--- config.mk ---
export PLATFORM = sky130hd
export DESIGN_NAME = display_mux
export DESIGN_NICKNAME = d
export VERILOG_FILES = /design/src/rtl/display_pkg.sv /design/src/rtl/display_controller.sv /design/src/rtl/display_mux.sv
export SDC_FILE = /design/constraint.sdc
export NUM_CORES = 1
export LEC_CHECK = 0
export CAP_MARGIN = 40
export CORE_UTILIZATION = 30
export DETAILED_ROUTE_END_ITERATION = 16
export GPL_TIMING_DRIVEN = 0
export SLEW_MARGIN = 20
export SYNTH_ARGS = -nofsm -noshare
export SYNTH_HDL_FRONTEND = slang
export SYNTH_SLANG_ARGS = --single-unit
export TNS_END_PERCENT = 20
--- constraint.sdc ---
create_clock -name clk -period 4.75 [get_ports clk]
set_clock_uncertainty 0.2 [all_clocks]
set_input_delay 0.95 -clock clk [delete_from_list [all_inputs] [get_ports clk]]
set_output_delay 0.95 -clock clk [all_outputs]
set_load 0.05 [all_outputs]
--- src/rtl/display_pkg.sv ---
// rtl/display_pkg.sv - shared types and constants for the two-digit display multiplexer
package display_pkg;

    typedef enum logic [1:0] {
        SHOW0  = 2'd0,
        BLANK0 = 2'd1,
        SHOW1  = 2'd2,
        BLANK1 = 2'd3
    } state_t;

    localparam int REFRESH_CYCLES_DEFAULT = 24000;
    localparam int BLANK_CYCLES_DEFAULT   = 240;

    localparam logic [6:0] SEG_OFF = 7'b1111111;

endpackage

--- src/rtl/display_controller.sv ---
// rtl/display_controller.sv - hex nibble to active-low seven-segment decoder
module display_controller (
    input  logic [3:0] s,
    output logic [6:0] seg
);

    // Segment order is {g,f,e,d,c,b,a}; a zero lights the segment.
    always_comb begin
        seg = 7'b1111111;
        case (s)
            4'h0: seg = 7'b1000000;
            4'h1: seg = 7'b1111001;
            4'h2: seg = 7'b0100100;
            4'h3: seg = 7'b0110000;
            4'h4: seg = 7'b0011001;
            4'h5: seg = 7'b0010010;
            4'h6: seg = 7'b0000010;
            4'h7: seg = 7'b1111000;
            4'h8: seg = 7'b0000000;
            4'h9: seg = 7'b0010000;
            4'ha: seg = 7'b0001000;
            4'hb: seg = 7'b0000011;
            4'hc: seg = 7'b1000110;
            4'hd: seg = 7'b0100001;
            4'he: seg = 7'b0000110;
            4'hf: seg = 7'b0001110;
            default: seg = 7'b1111111;
        endcase
    end

endmodule

--- src/rtl/display_mux.sv ---
// rtl/display_mux.sv - time-multiplexed two-digit seven-segment driver with blanking gaps
module display_mux
    import display_pkg::*;
#(
    parameter int REFRESH_CYCLES = REFRESH_CYCLES_DEFAULT,
    parameter int BLANK_CYCLES   = BLANK_CYCLES_DEFAULT
) (
    input  logic       clk,
    input  logic       reset,
    input  logic       en,
    input  logic [3:0] s0,
    input  logic [3:0] s1,
    output logic [6:0] seg,
    output logic [1:0] an
);

    // Counter sized for the longer slot so it never wraps inside one.
    localparam int MAX_CYCLES = (REFRESH_CYCLES > BLANK_CYCLES) ? REFRESH_CYCLES : BLANK_CYCLES;
    localparam int CW         = $clog2(MAX_CYCLES);

    localparam logic [CW-1:0] SHOW_LAST  = CW'(REFRESH_CYCLES - 1);
    localparam logic [CW-1:0] BLANK_LAST = CW'(BLANK_CYCLES - 1);

    state_t        state;
    state_t        state_next;
    logic [CW-1:0] cnt;
    logic [CW-1:0] cnt_next;
    logic [3:0]    cur;
    logic [3:0]    cur_next;
    logic [6:0]    dec_seg;
    logic          slot_last;

    // The single shared decoder only ever sees the latched digit value.
    display_controller u_dec (
        .s   (cur),
        .seg (dec_seg)
    );

    // State, slot counter and latched digit; reset parks in the dark slot before digit 0.
    always_ff @(posedge clk or posedge reset) begin
        if (reset) begin
            state <= BLANK1;
            cnt   <= '0;
            cur   <= 4'h0;
        end else begin
            state <= state_next;
            cnt   <= cnt_next;
            cur   <= cur_next;
        end
    end

    // Next-state: disable overrides terminal count; digits are sampled only when entering a SHOW slot.
    always_comb begin
        state_next = state;
        cnt_next   = cnt + 1'b1;
        cur_next   = cur;
        slot_last  = ((state == SHOW0) || (state == SHOW1)) ? (cnt == SHOW_LAST)
                                                             : (cnt == BLANK_LAST);
        if (!en) begin
            state_next = BLANK1;
            cnt_next   = '0;
        end else if (slot_last) begin
            cnt_next = '0;
            case (state)
                SHOW0:  state_next = BLANK0;
                BLANK0: begin
                    state_next = SHOW1;
                    cur_next   = s1;
                end
                SHOW1:  state_next = BLANK1;
                BLANK1: begin
                    state_next = SHOW0;
                    cur_next   = s0;
                end
                default: state_next = BLANK1;
            endcase
        end
    end

    // Outputs come purely from registered state, so no input can glitch the display mid-slot.
    always_comb begin
        an  = 2'b11;
        seg = SEG_OFF;
        case (state)
            SHOW0: begin
                an  = 2'b10;
                seg = dec_seg;
            end
            SHOW1: begin
                an  = 2'b01;
                seg = dec_seg;
            end
            default: begin
                an  = 2'b11;
                seg = SEG_OFF;
            end
        endcase
    end

endmodule

Word-level counts from Yosys, hierarchy flattened
Memories as Yosys holds them, arrays and structs flattened.
Index checks and enable logic that the tools add are counted.
- output and inout port bits: 9
- register bits after elaboration: 21
- input port bits: 11
- memory bits (read-only): 112
- memories: 1
- memory list (name ; depth ; bits a word ; rd ports ; clocked after memory_dff ; write ports ; RTL line ; RTL):
    (no name shown) ; 16 ; 7 ; 1 ; 0 ; 0 ; display_controller.sv:10 ; case (s)
- muxes and demuxes: 9
- equal/unequal tests: 6
- $add $sub $neg: 1
- reduce and logical (&&, ||, !) cells: 5
- operator list (cell ; number):
    $mux W15 ; 2
    $add A15 B1 Y15 const B ; 1
    $eq A15 B15 Y1 const B ; 1
    $eq A15 B8 Y1 const B ; 1
    $pmux W2 S4 ; 1
    $pmux W4 S2 ; 1
    $mux W7 ; 1
    $eq A2 B2 Y1 const B ; 2
    $mux W2 ; 2
    $pmux W2 S2 ; 1
    $reduce_and A3 Y1 ; 1
    $eq A2 B1 Y1 const B ; 1
    $logic_not A2 Y1 ; 1
    $ne A2 B1 Y1 const B ; 1
    $reduce_bool A2 Y1 ; 1
    $reduce_or A2 Y1 ; 1
    $logic_or A1 B1 Y1 ; 1
    $mux W1 ; 1

Depth between registers and ports, before layout
Gate-level depths: netlist (run 1).
- depth after elaboration: 5
- depth in mapped cells: 7
- depth with buffers taken out: 6

Cells and area by module
From an unflattened synthesis (run 1), not the netlist that was laid out.
- cells, all modules: 155
- area total of the unflattened synthesis: 1505.2 µm²
- modules (own cells, without submodules) (module ; seq. area each (µm²) ; area each (µm²) ; instances ; cells each):
    display_mux ; 528.0 ; 1229.9 ; 1 ; 123
    display_controller ; 0.0 ; 275.3 ; 1 ; 32

Worst setup path after synthesis (run 1)
No wires, ideal clock.
- path type: reg2out
- start: reg state[0]
- end: out seg[0]
- data arrival time: 1.736 ns
- slack: 1.864 ns
- cell stages (with the launch flop): 6
- path buffers: 1
- required time: 3.600 ns
- cell sequence: dfstp_2 > inv_1 > ha_1 > or2_2 > clkbuf_1 > o211ai_1
- longest elaborated chain between the ends: 3
- elaborated cells between the ends (all ways): 4
- those cells by class: eq/ne: 1; mux: 1; reduce/logical: 2
- ends and longest elaborated chain (what ; RTL line ; RTL):
    start: declaration ; display_mux.sv:24 ; state_t state;
    start signal: assignment ; display_mux.sv:46 ; state <= state_next;
    $eq A2 B2 Y1 / $logic_not A2 Y1 (equally long branches) ; display_mux.sv:84 ; case (state)
    $reduce_or A2 Y1 (no source line) (*) ; - ;
    $mux W7 (*) ; display_mux.sv:84 ;
    end: declaration ; display_mux.sv:13 ; output logic [6:0] seg,
Mark *: on every way between the ends. The rest lies on a longest branch, timed or not.

Final worst setup path (run 1)
- start: reg state[0]
- end: out seg[4]
Same word-level chain as after synthesis.

==> results of run 1 <==
==> cell usage after synthesis (2+ instances only) <==
| cell | instances | area share [%] |
|---|---|---|
| dfrtp_1 | 19 | 32 |
| nor2_1 | 14 | 3.6 |
| ha_1 | 13 | 11 |
| nand2_1 | 11 | 2.8 |
| inv_1 | 9 | 2.3 |
| nand3_1 | 9 | 3.1 |
| o211ai_1 | 7 | 3.6 |
| o21ai_0 | 7 | 2.4 |
| clkbuf_1 | 6 | 1.5 |
| a21oi_1 | 5 | 1.7 |
| mux2i_1 | 5 | 3.4 |
| xnor2_1 | 5 | 3.0 |
| xor2_1 | 5 | 3.0 |
| nand2b_1 | 4 | 1.7 |
| nand4_1 | 4 | 1.7 |
| mux2_2 | 3 | 2.3 |
| nor4_1 | 3 | 1.3 |
| or3_1 | 3 | 1.3 |
| and4_1 | 2 | 1.2 |
| dfstp_2 | 2 | 3.6 |
| mux2_1 | 2 | 1.5 |
| o21a_1 | 2 | 1.0 |
==> logic make-up after synthesis <==
| family | share of synthesized area, % |
|---|---|
| AND/OR/NAND/NOR | 22.70 |
| flip-flops | 36.01 |
| AO/OA/AOI/OAI | 12.80 |
| multiplexers | 7.252 |
| XOR/XNOR | 5.972 |
| adder cells (fa/ha/maj) | 11.09 |
| buffers and inverters | 4.180 |
==> cell usage in the layout, fill, tap and decap left out, types with 2 or more instances in the layout <==
cell type and n:
inv_1 9, mux2i_1 5, nand3_1 9, xor2_1 5, dfstp_2 2, dfrtp_1 19, nand2_1 11, nand4_1 4
clkdlybuf4s50_1 19, clkbuf_1 6, xnor2_1 5, mux2_2 3, a21oi_1 5, nor2_1 14, ha_1 13, o211ai_1 7
o21a_1 2, nand2b_1 4, clkbuf_8 3, or3_1 3, and4_1 2, mux2_1 2, nor4_1 3, o21ai_0 7
==> state kept, by name, indices dropped and copies added, names as in the netlist <==
signal / flops
cnt: 15
state: 2
cur: 4
==> routing by layer <==
layer | vias to the layer above | routed length, um | GRT usage, % | share of wire (%)
met5 | - | 0 | 0 | 0
met3 | 2 | 120 | 3.194 | 4.2
li1 | 604 | - | - | -
met1 | 535 | 1302 | 13.57 | 46
met4 | 0 | 9 | 1.743 | 0.32
met2 | 23 | 1418 | 23.27 | 50
==> cell type report <==
cell class / count / area [um2] / area share, %
clock inverter: 1 / 5.005 / 0.2784
inverter: 9 / 33.78 / 1.879
tap: 67 / 83.83 / 4.663
buffer: 7 / 27.53 / 1.531
multi-input combinational: 120 / 877.1 / 48.78
timing repair buffer: 20 / 201.4 / 11.20
sequential: 21 / 528.0 / 29.37
clock buffer: 3 / 41.29 / 2.296
==> report_power, final <==
group | leakage (nW) | switching, mW | internal [mW]
clock network | 0.0255 | 0.0576 | 0.0584
logic | 0.461 | 0.00968 | 0.0115
registers | 0.274 | 0.00200 | 0.181
total | 0.761 | 0.0693 | 0.251
==> worst max-delay path, stage by stage, from the launching register on <==
cell and delay, ns:
dfstp_2 0.60, inv_1 0.11, ha_1 0.23, or2_2 0.29
clkbuf_1 0.17, o211ai_1 0.12, clkdlybuf4s50_1 0.82
==> worst max-delay path by stage <==
stage,cells past startpoint,startpoint,end
2_1_floorplan,5,state[0],seg[0]
3_5_place_dp,6,state[0],seg[4]
3_3_place_gp,6,state[0],seg[4]
6_report,6,state[0],seg[4]
5_1_grt,6,state[0],seg[6]
4_1_cts,6,state[0],seg[4]
==> metrics.log, run 1 <==
[metrics] run status: completed
[metrics] latest clock arrival within the worst-skew pair: 0.26 ns
[metrics] flip-flop and latch count after synthesis: 21
[metrics] synthesized netlist net count: 181
[metrics] Die Outline Area: 0.005172 mm2
[metrics] Pwr Total: 320.1 uW
[metrics] cell area after technology mapping: 0.001466 mm2
[metrics] synthesized area per cell: 9.340 um2
[metrics] post-placement cell area: 0.001740 mm2
[metrics] Sink Count: 21
[metrics] wire length per cell: 11.49 um
[metrics] number of antenna violations at the first check in global routing: 0
[metrics] Hold Fails Final Rpt: 0
[metrics] number of pins with negative max-slew slack in the final report: 0
[metrics] cell row count: 25
[metrics] crit path time final: 3.753 ns
[metrics] 1st-iter DRT viols: 39
[metrics] global-route wire length before repair: 5.016 mm
[metrics] number of port buffers: 19
[metrics] Inserted Diodes: 0
[metrics] Critical Path Sink Type: output pin
[metrics] total gr overflow: 0
[metrics] Cell Pwr Density: 178.0 mW/mm2
[metrics] iteration count of the initial detailed-routing pass: 3
[metrics] asr flop ratio synth: 100.0%
[metrics] post-route fraction of the period consumed by the critical path: 79.01%
[metrics] core area: 0.004723 mm2
[metrics] Syn-to-layout area delta: 22.61%
[metrics] cell count after synthesis: 157
[metrics] number of cells on the worst hold path: 1
[metrics] Routed Wire Length: 2.850 mm
[metrics] hpwl dp: 2.138 mm
[metrics] type of the tightest min-delay check: reg -> reg
[metrics] die height: 71.92 um
[metrics] synth warn: 0
[metrics] RSZ-0062 raised after global routing: no
[metrics] Setup TNS Final: 0 ns
[metrics] overall via count from detail_route: 1164
[metrics] Resized cells post-CTS: 0
[metrics] Netlist cell types: 39
[metrics] die extent in x: 71.92 um
[metrics] most frequently used flop master after synthesis: dfrtp_1
[metrics] # Post-CTS Setup Buffers: 0
[metrics] DRT antenna net count: 0
[metrics] DP Cell Count: 243
[metrics] EDFF count, synth: 0
[metrics] final core utilization: 38.07%
[metrics] global-route usage over all layers: 12.09%
[metrics] Final setup viols: 0
[metrics] data arrival time of the critical path: 2.60 ns
[metrics] worst-case setup slack after placement: 1.263 ns
[metrics] Final Worst Setup Slack: 0.9970 ns
[metrics] total CTS buffers: 3
[metrics] clock tree buffer depth: 2
[metrics] launching element type of the critical path: register
[metrics] initial standard-cell utilization of the core: 31.05%
[metrics] average via count per standard cell: 4.694
[metrics] part of the Yosys area used for sequential elements: 36.01%
[metrics] worst reg-to-reg setup slack: 2.35 ns
[metrics] # hold bufs at CTS: 0
[metrics] Max-slew headroom: 61.73%
[metrics] number of remaining DRC errors: 0
[metrics] root buf cell: clkbuf_8
[metrics] number of nets in the finished design: 206
[metrics] fraction of final layout cells sized beyond drive strength 1: 8.840%
[metrics] slew of the pin with the lowest slew margin: 0.5734 ns
[metrics] Clock transition at path regs: 0.08 ns
[metrics] level count of the clock H-tree: 1
[metrics] CP max FO: 8
[metrics] hold wc startpoint: cnt[0]
[metrics] final non-filler cell total: 248
[metrics] # IOs: 20
[metrics] Reg2Reg Capture Point: cur[2]
[metrics] max-cap violations: 0
[metrics] filler cell count in the final layout: 480
[metrics] required time of the critical path: 3.60 ns
[metrics] R2R cell count: 6
[metrics] number of global-route vias before repair: 1179
[metrics] static leakage: 0.7605 nW
[metrics] Final GP Congestion: 0.7629
[metrics] post-route cell area: 0.001798 mm2
[metrics] achievable frequency: 0.2665 GHz
[metrics] worst r2r src: cnt[0]
[metrics] worst hold slack: 0.2836 ns
[metrics] type of the setup path with the least slack: reg -> out
[metrics] VDD IR-drop max: 0.2113 mV
[metrics] CTS tree: yes
[metrics] pin count of the biggest net entering global routing: 22
[metrics] capture endpoint of the worst hold path: cnt[0]
No activity file was read; power rests on OpenSTA's default activity.
==> run 2: changes to the inputs <==
clock period = 3.1 ns   (was 4.75 ns; I/O delays follow)
==> run 2 against run 1 <==
  * First-iteration DRC count is the same
  * Wire length rose by 0.42%
  * Critical path type unchanged
  * Via count unchanged
  * Combinational power grew 53%
  * Sequential power is 53% higher
  * Register-to-register slack got worse by 1.7 ns
  * Non-clock buffer count unchanged
==> metrics.log, run 2 (synthesis results as in run 1) <==
[metrics] DRT antenna net count: 0 (unchanged)
[metrics] launching element type of the critical path: register
[metrics] required time of the critical path: 2.28 ns (-1.32 ns)
[metrics] Detail Route met2 WL: 1.422 mm (+0.28%)
[metrics] post-placement cell area: 0.001740 mm2 (unchanged)
[metrics] Max-slew headroom: 61.73% (unchanged)
[metrics] type of the setup path with the least slack: reg -> out
[metrics] Inserted Diodes: 0 (unchanged)
[metrics] latest clock arrival within the worst-skew pair: 0.26 ns (about the same)
[metrics] number of antenna violations at the first check in global routing: 0 (unchanged)
[metrics] # hold bufs at CTS: 0 (unchanged)
[metrics] Die Outline Area: 0.005172 mm2 (unchanged)
[metrics] multi-input gate area in the final layout: 877.1 um2 (unchanged)
[metrics] run status: completed
[metrics] number of nets in the finished design: 206 (unchanged)
[metrics] post-route fraction of the period consumed by the critical path: 96.39%
[metrics] data arrival time of the critical path: 2.17 ns (-0.43 ns)
[metrics] final core utilization: 37.85% (-0.21 points)
[metrics] slowest stage cell on the critical path: dfstp_2
[metrics] global-route wire length before repair: 5.016 mm (unchanged)
[metrics] average via count per standard cell: 4.694 (unchanged)
[metrics] Final setup viols: 0 (unchanged)
[metrics] largest registers ranked by flip-flop count: cnt x15, cur x4, state x2
[metrics] type of the tightest min-delay check: reg -> reg
[metrics] Final GP Congestion: 0.7629 (unchanged)
[metrics] Largest register FFs: 15 (unchanged)
[metrics] number of global-route vias before repair: 1179 (unchanged)
[metrics] family with the most delay on the worst path: buffers and inverters
[metrics] filler cell count in the final layout: 490 (+2.1%)
[metrics] core area: 0.004723 mm2 (unchanged)
[metrics] sequential standard cell area: 528.0 um2 (unchanged)
[metrics] Hold Fails Final Rpt: 0 (unchanged)
[metrics] # IOs: 20 (unchanged)
[metrics] Sink Count: 21 (unchanged)
[metrics] die height: 71.92 um (unchanged)
[metrics] Routed Wire Length: 2.862 mm (+0.42%)
[metrics] die extent in x: 71.92 um (unchanged)
[metrics] crit path time final: 2.988 ns
[metrics] achievable frequency: 0.3347 GHz
[metrics] total CTS buffers: 3 (unchanged)
[metrics] overall via count from detail_route: 1164 (unchanged)
[metrics] VDD IR-drop max: 0.3237 mV (+53%)
[metrics] number of pins with negative max-slew slack in the final report: 0 (unchanged)
[metrics] static leakage: 0.7609 nW (about the same)
[metrics] root buf cell: clkbuf_8
[metrics] top routing layer used: met4
[metrics] 1st-iter DRT viols: 39 (unchanged)
[metrics] Syn-to-layout area delta: 21.93%
[metrics] critical path buffer and inverter count: 3 (unchanged)
[metrics] Critical Path Max Stage Delay: 0.60 ns (-0.22 ns)
[metrics] most used cells in the layout excluding fill and tap cells: 19 x dfrtp_1, 14 x nor2_1, 13 x ha_1
[metrics] post-route cell area: 0.001788 mm2 (-0.56%)
[metrics] crit path cell chain: inv_1 -> ha_1 -> or2_2 -> clkbuf_1 -> o211ai_1 -> clkdlybuf4s15_2
[metrics] global-route usage over all layers: 12.09% (unchanged)
[metrics] Critical Path Sink Type: output pin
[metrics] most common library cell in the layout ignoring fill and taps: dfrtp_1
[metrics] clock tree buffer depth: 2 (unchanged)
[metrics] Clock transition at path regs: 0.08 ns (about the same)
[metrics] wire length per cell: 11.54 um (+0.42%)
[metrics] Met1 Wirelength: 1.302 mm (unchanged)
[metrics] RSZ-0062 raised after global routing: no
[metrics] slew of the pin with the lowest slew margin: 0.5734 ns (unchanged)
[metrics] Cell Pwr Density: 274.3 mW/mm2 (+54%)
[metrics] met3 wire len: 127 um (+5.8%)
[metrics] fraction of final layout cells sized beyond drive strength 1: 12.71% (+3.9 points)
[metrics] level count of the clock H-tree: 1 (unchanged)
[metrics] number of remaining DRC errors: 0 (unchanged)
[metrics] CTS tree: yes
[metrics] register bank with the most flops: cnt
[metrics] pin count of the biggest net entering global routing: 22 (unchanged)
[metrics] cell row count: 25 (unchanged)
[metrics] hpwl dp: 2.138 mm (unchanged)
[metrics] total gr overflow: 0 (unchanged)
[metrics] CP max FO: 8 (unchanged)
[metrics] number of port buffers: 19 (unchanged)
[metrics] initial standard-cell utilization of the core: 31.05% (unchanged)
[metrics] max-cap violations: 0 (unchanged)
[metrics] iteration count of the initial detailed-routing pass: 3 (unchanged)
run 2: changes by cell type in the layout (fill, tap and decap cells not counted), sizes merged:
| cell | delta |
|---|---|
| clkdlybuf4s50 | -7 |
| clkbuf | +1 |
| buf | +2 |
| clkdlybuf4s15 | +4 |
run 2: layout make-up:
class / instances / area share, %
multi-input cells: 120 / 49.06
flip-flops and latches: 21 / 29.53
repair buffers: 20 / 10.71
well taps: 67 / 4.689
clock buffers: 3 / 2.309
inverters: 9 / 1.889
plain buffers: 7 / 1.540
clock inverters: 1 / 0.2799
run 2: metal layers:
metal	track usage [%]	vias up
met5	0	-
met4	1.743	0
met3	3.194	2
met2	23.27	23
met1	13.57	535
li1	-	604
run 2: worst paths after layout:
| path | start | endpoint | slack, ns | depth (start not counted) |
|---|---|---|---|---|
| min in group asynchronous | reset | cur[0] | 0.41 | 2 |
| worst min-delay path | cnt[0] | cnt[0] | 0.28 | 1 |
| worst min register to register | cnt[0] | cnt[0] | 0.28 | 1 |
| max in group asynchronous | reset | cnt[2] | 1.87 | 3 |
| worst max register to register | cnt[0] | cur[2] | 0.70 | 6 |
| worst max-delay path | state[0] | seg[2] | 0.11 | 6 |
run 2: repair_timing:
item / 4_1_cts / 5_1_grt
gates cloned: 0 / 0
endpoints found under the setup margin: 7 / 3
hold endpoints to repair: 0 / 0
buffers inserted: 0 / 0
resized for setup: 20 / 5
run 2: metrics by stage:
| stage | total power, mW | setup WS, ns | TNS, ns | hold slack [ns] | cells |
|---|---|---|---|---|---|
| final | 0.4904 | 0.1118 | 0 | 0.2836 | 248 |
| after global routing | 0.5152 | 0.004368 | 0 | 0.3113 | 248 |
| after CTS | 0.4995 | 0.01697 | 0 | 0.2887 | 247 |
| after detailed placement | 0.3172 | -0.05653 | -0.2832 | 0.2771 | 243 |
| after global placement | 0.3169 | -0.04239 | -0.2427 | 0.2754 | 243 |
| after floorplan | 0.2994 | 0.5445 | 0 | 0.2547 | 157 |
run 2: worst reg2reg max path, cell delays in order, from the launching register on:
cell and delay [ns]:
dfrtp_1 0.39, ha_1 0.21, and4_1 0.20, clkbuf_1 0.23, o2111ai_1 0.34, nor3_4 0.36, mux2_1 0.35
run 2: where the power goes:
part / switching, mW / total, mW / leakage, nW / internal (mW)
registers: 0.00306 / 0.280 / 0.274 / 0.277
logic: 0.0149 / 0.0325 / 0.462 / 0.0177
clock network: 0.0883 / 0.178 / 0.0255 / 0.0895
total: 0.106 / 0.490 / 0.761 / 0.384
==> run 3: changes to the inputs <==
CORE_ASPECT_RATIO = 1.25   (was default)
CTS_BUF_LIST = sky130_fd_sc_hd__clkbuf_4   (was default)
==> run 3 against run 2 <==
  * Critical path depth is the same
  * Flip-flop and latch count is the same
  * Final area decreased by 1.2%
  * First-iteration DRC count grew 33%
  * Wire length is 1.9% higher
  * Via count up 0.34%
  * Sequential power is essentially flat
  * Sequential share of layout area increased by 0.36 points
  * Setup slack better by 0.049 ns
  * Utilization is 0.50 points lower
  * Clock power is 22% lower
  * Maximum frequency up 1.7%
  * Critical endpoint is now seg[4]
  * Largest cell class unchanged
==> metrics.log, run 3 (synthesis results as in run 1) <==
[metrics] slowest stage cell on the critical path: dfstp_2
[metrics] initial standard-cell utilization of the core: 31.01% (-0.041 points)
[metrics] largest registers ranked by flip-flop count: cnt x15, cur x4, state x2
[metrics] Syn-to-layout area delta: 20.48%
[metrics] number of global-route vias before repair: 1111 (-5.8%)
[metrics] DP Cell Count: 237 (-2.5%)
[metrics] # hold bufs at CTS: 0 (unchanged)
[metrics] global-route wire length before repair: 5.071 mm (+1.1%)
[metrics] CTS tree: yes
[metrics] static leakage: 0.7564 nW (-0.60%)
[metrics] level count of the clock H-tree: 1 (unchanged)
[metrics] top routing layer used: met4
[metrics] Largest register FFs: 15 (unchanged)
[metrics] clock tree buffer depth: 2 (unchanged)
[metrics] fraction of final layout cells sized beyond drive strength 1: 12.71% (unchanged)
[metrics] Critical Path Sink Type: output pin
[metrics] 1st-iter DRT viols: 52 (+33%)
[metrics] worst hold slack: 0.3062 ns (+0.02260 ns)
[metrics] die height: 80.17 um (+11%)
[metrics] number of pins with negative max-slew slack in the final report: 0 (unchanged)
[metrics] hpwl dp: 2.210 mm (+3.4%)
[metrics] total gr overflow: 0 (unchanged)
[metrics] achievable frequency: 0.3402 GHz (+1.7%)
[metrics] Detail Route met2 WL: 1.513 mm (+6.4%)
[metrics] pin count of the biggest net entering global routing: 16 (-27%)
[metrics] Final setup viols: 0 (unchanged)
[metrics] crit path time final: 2.940 ns (-0.04867 ns)
[metrics] critical path buffer and inverter count: 3 (unchanged)
[metrics] data arrival time of the critical path: 2.12 ns (-0.05 ns)
[metrics] total CTS buffers: 3 (unchanged)
[metrics] die extent in x: 64.54 um (-10%)
[metrics] cell row count: 28 (+12%)
[metrics] Critical Path Max Stage Delay: 0.62 ns (+0.02 ns)
[metrics] required time of the critical path: 2.28 ns (about the same)
[metrics] number of port buffers: 19 (unchanged)
[metrics] Clock transition at path regs: 0.12 ns (+0.04 ns)
[metrics] family with the most delay on the worst path: flip-flops
[metrics] Final GP Congestion: 0.7652 (+0.30%)
[metrics] met3 wire len: 84 um (-34%)
[metrics] iteration count of the initial detailed-routing pass: 4 (+1)
[metrics] max-cap violations: 0 (unchanged)
[metrics] CP max FO: 8 (unchanged)
[metrics] post-route fraction of the period consumed by the critical path: 94.82% (-1.6 points)
[metrics] RSZ-0062 raised after global routing: yes
[metrics] # Post-CTS Setup Buffers: 0 (unchanged)
[metrics] final non-filler cell total: 241 (-2.8%)
[metrics] Hold Fails Final Rpt: 0 (unchanged)
[metrics] average via count per standard cell: 4.846 (+3.3%)
[metrics] register bank with the most flops: cnt
[metrics] VDD IR-drop max: 0.1690 mV (-48%)
[metrics] number of antenna violations at the first check in global routing: 0 (unchanged)
[metrics] Max-slew headroom: 63.56% (+1.8 points)
[metrics] Setup TNS Final: 0 ns (unchanged)
[metrics] crit path cell chain: inv_1 -> ha_1 -> or2_2 -> clkbuf_1 -> o211ai_1 -> clkbuf_4
[metrics] wire length per cell: 12.10 um (+4.8%)
[metrics] Die Outline Area: 0.005173 mm2 (about the same)
[metrics] type of the tightest min-delay check: reg -> reg
[metrics] launching element type of the critical path: register
[metrics] run status: completed
[metrics] # IOs: 20 (unchanged)
[metrics] number of remaining DRC errors: 0 (unchanged)
[metrics] core area: 0.004730 mm2 (+0.13%)
[metrics] Sink Count: 21 (unchanged)
[metrics] slew of the pin with the lowest slew margin: 0.5461 ns (-0.02734 ns)
[metrics] most used cells in the layout excluding fill and tap cells: 19 x dfrtp_1, 14 x nor2_1, 13 x ha_1
[metrics] most common library cell in the layout ignoring fill and taps: dfrtp_1
[metrics] Met1 Wirelength: 1.273 mm (-2.2%)
[metrics] type of the setup path with the least slack: reg -> out
[metrics] latest clock arrival within the worst-skew pair: 0.31 ns (+0.05 ns)
[metrics] global-route usage over all layers: 12.58% (+0.49 points)
[metrics] Cell Pwr Density: 256.6 mW/mm2 (-6.4%)
[metrics] root buf cell: clkbuf_4
[metrics] overall via count from detail_route: 1168 (+0.34%)
[metrics] Routed Wire Length: 2.916 mm (+1.9%)
[metrics] DRT antenna net count: 0 (unchanged)
[metrics] number of nets in the finished design: 206 (unchanged)
[metrics] Inserted Diodes: 0 (unchanged)
## run 3: changes by cell type in the layout (fill, tap and decap cells not counted)
cell | before | now
clkdlybuf4s15_2 | 4 | 0
clkbuf_2 | 1 | 0
buf_6 | 1 | 0
buf_4 | 0 | 1
buf_16 | 0 | 1
clkbuf_4 | 0 | 8
clkbuf_8 | 3 | 0
buf_2 | 3 | 2
## run 3: report_power, final
group	internal [mW]	switching, mW	leakage (nW)
Clock	0.0483	0.0894	0.0177
Combinational	0.0199	0.0155	0.465
Sequential	0.277	0.00311	0.274
Total	0.345	0.108	0.756
## run 3: final cells by class
class,count,area [um2]
Fill cell,477,2963
Multi-Input combinational cell,120,877.1
Sequential cell,21,528.0
Timing Repair Buffer,20,197.7
Tap cell,60,75.07
Inverter,9,33.78
Buffer,7,27.53
Clock buffer,3,22.52
Clock inverter,1,5.005
## run 3: path summary, 6_finish.rpt
check | start | end | slack, ns | depth (start not counted)
min | cnt[0] | cnt[0] | 0.31 | 1
min in group asynchronous | reset | cur[3] | 0.35 | 2
max | state[0] | seg[4] | 0.16 | 6
min reg2reg | cnt[0] | cnt[0] | 0.31 | 1
max reg2reg | cnt[0] | cur[3] | 0.66 | 6
max in group asynchronous | reset | state[1] | 1.88 | 3
## run 3: what timing repair did
action	in CTS	in global routing
endpoints found under the hold margin	0	0
resized for setup	28	14
endpoints found under the setup margin	7	7
## run 3: per-layer routing
metal / vias to the layer above / global-route usage, %
li1: 603 / -
met1: 538 / 14.22
met2: 22 / 23.58
met3: 5 / 1.278
met4: 0 / 5.333
met5: - / 0
## run 3: through the flow
step	util (%)	worst slack (ns)	power, mW	cell area [um2]
floorplan	-	0.5445	0.2994	1466
global placement	36.61	-0.04532	0.3169	1732
detailed placement	37.20	-0.07504	0.3216	1759
CTS	37.62	0.00006262	0.4621	1779
global route	37.35	-0.01950	0.4784	1767
finish	37.35	0.1605	0.4534	1767
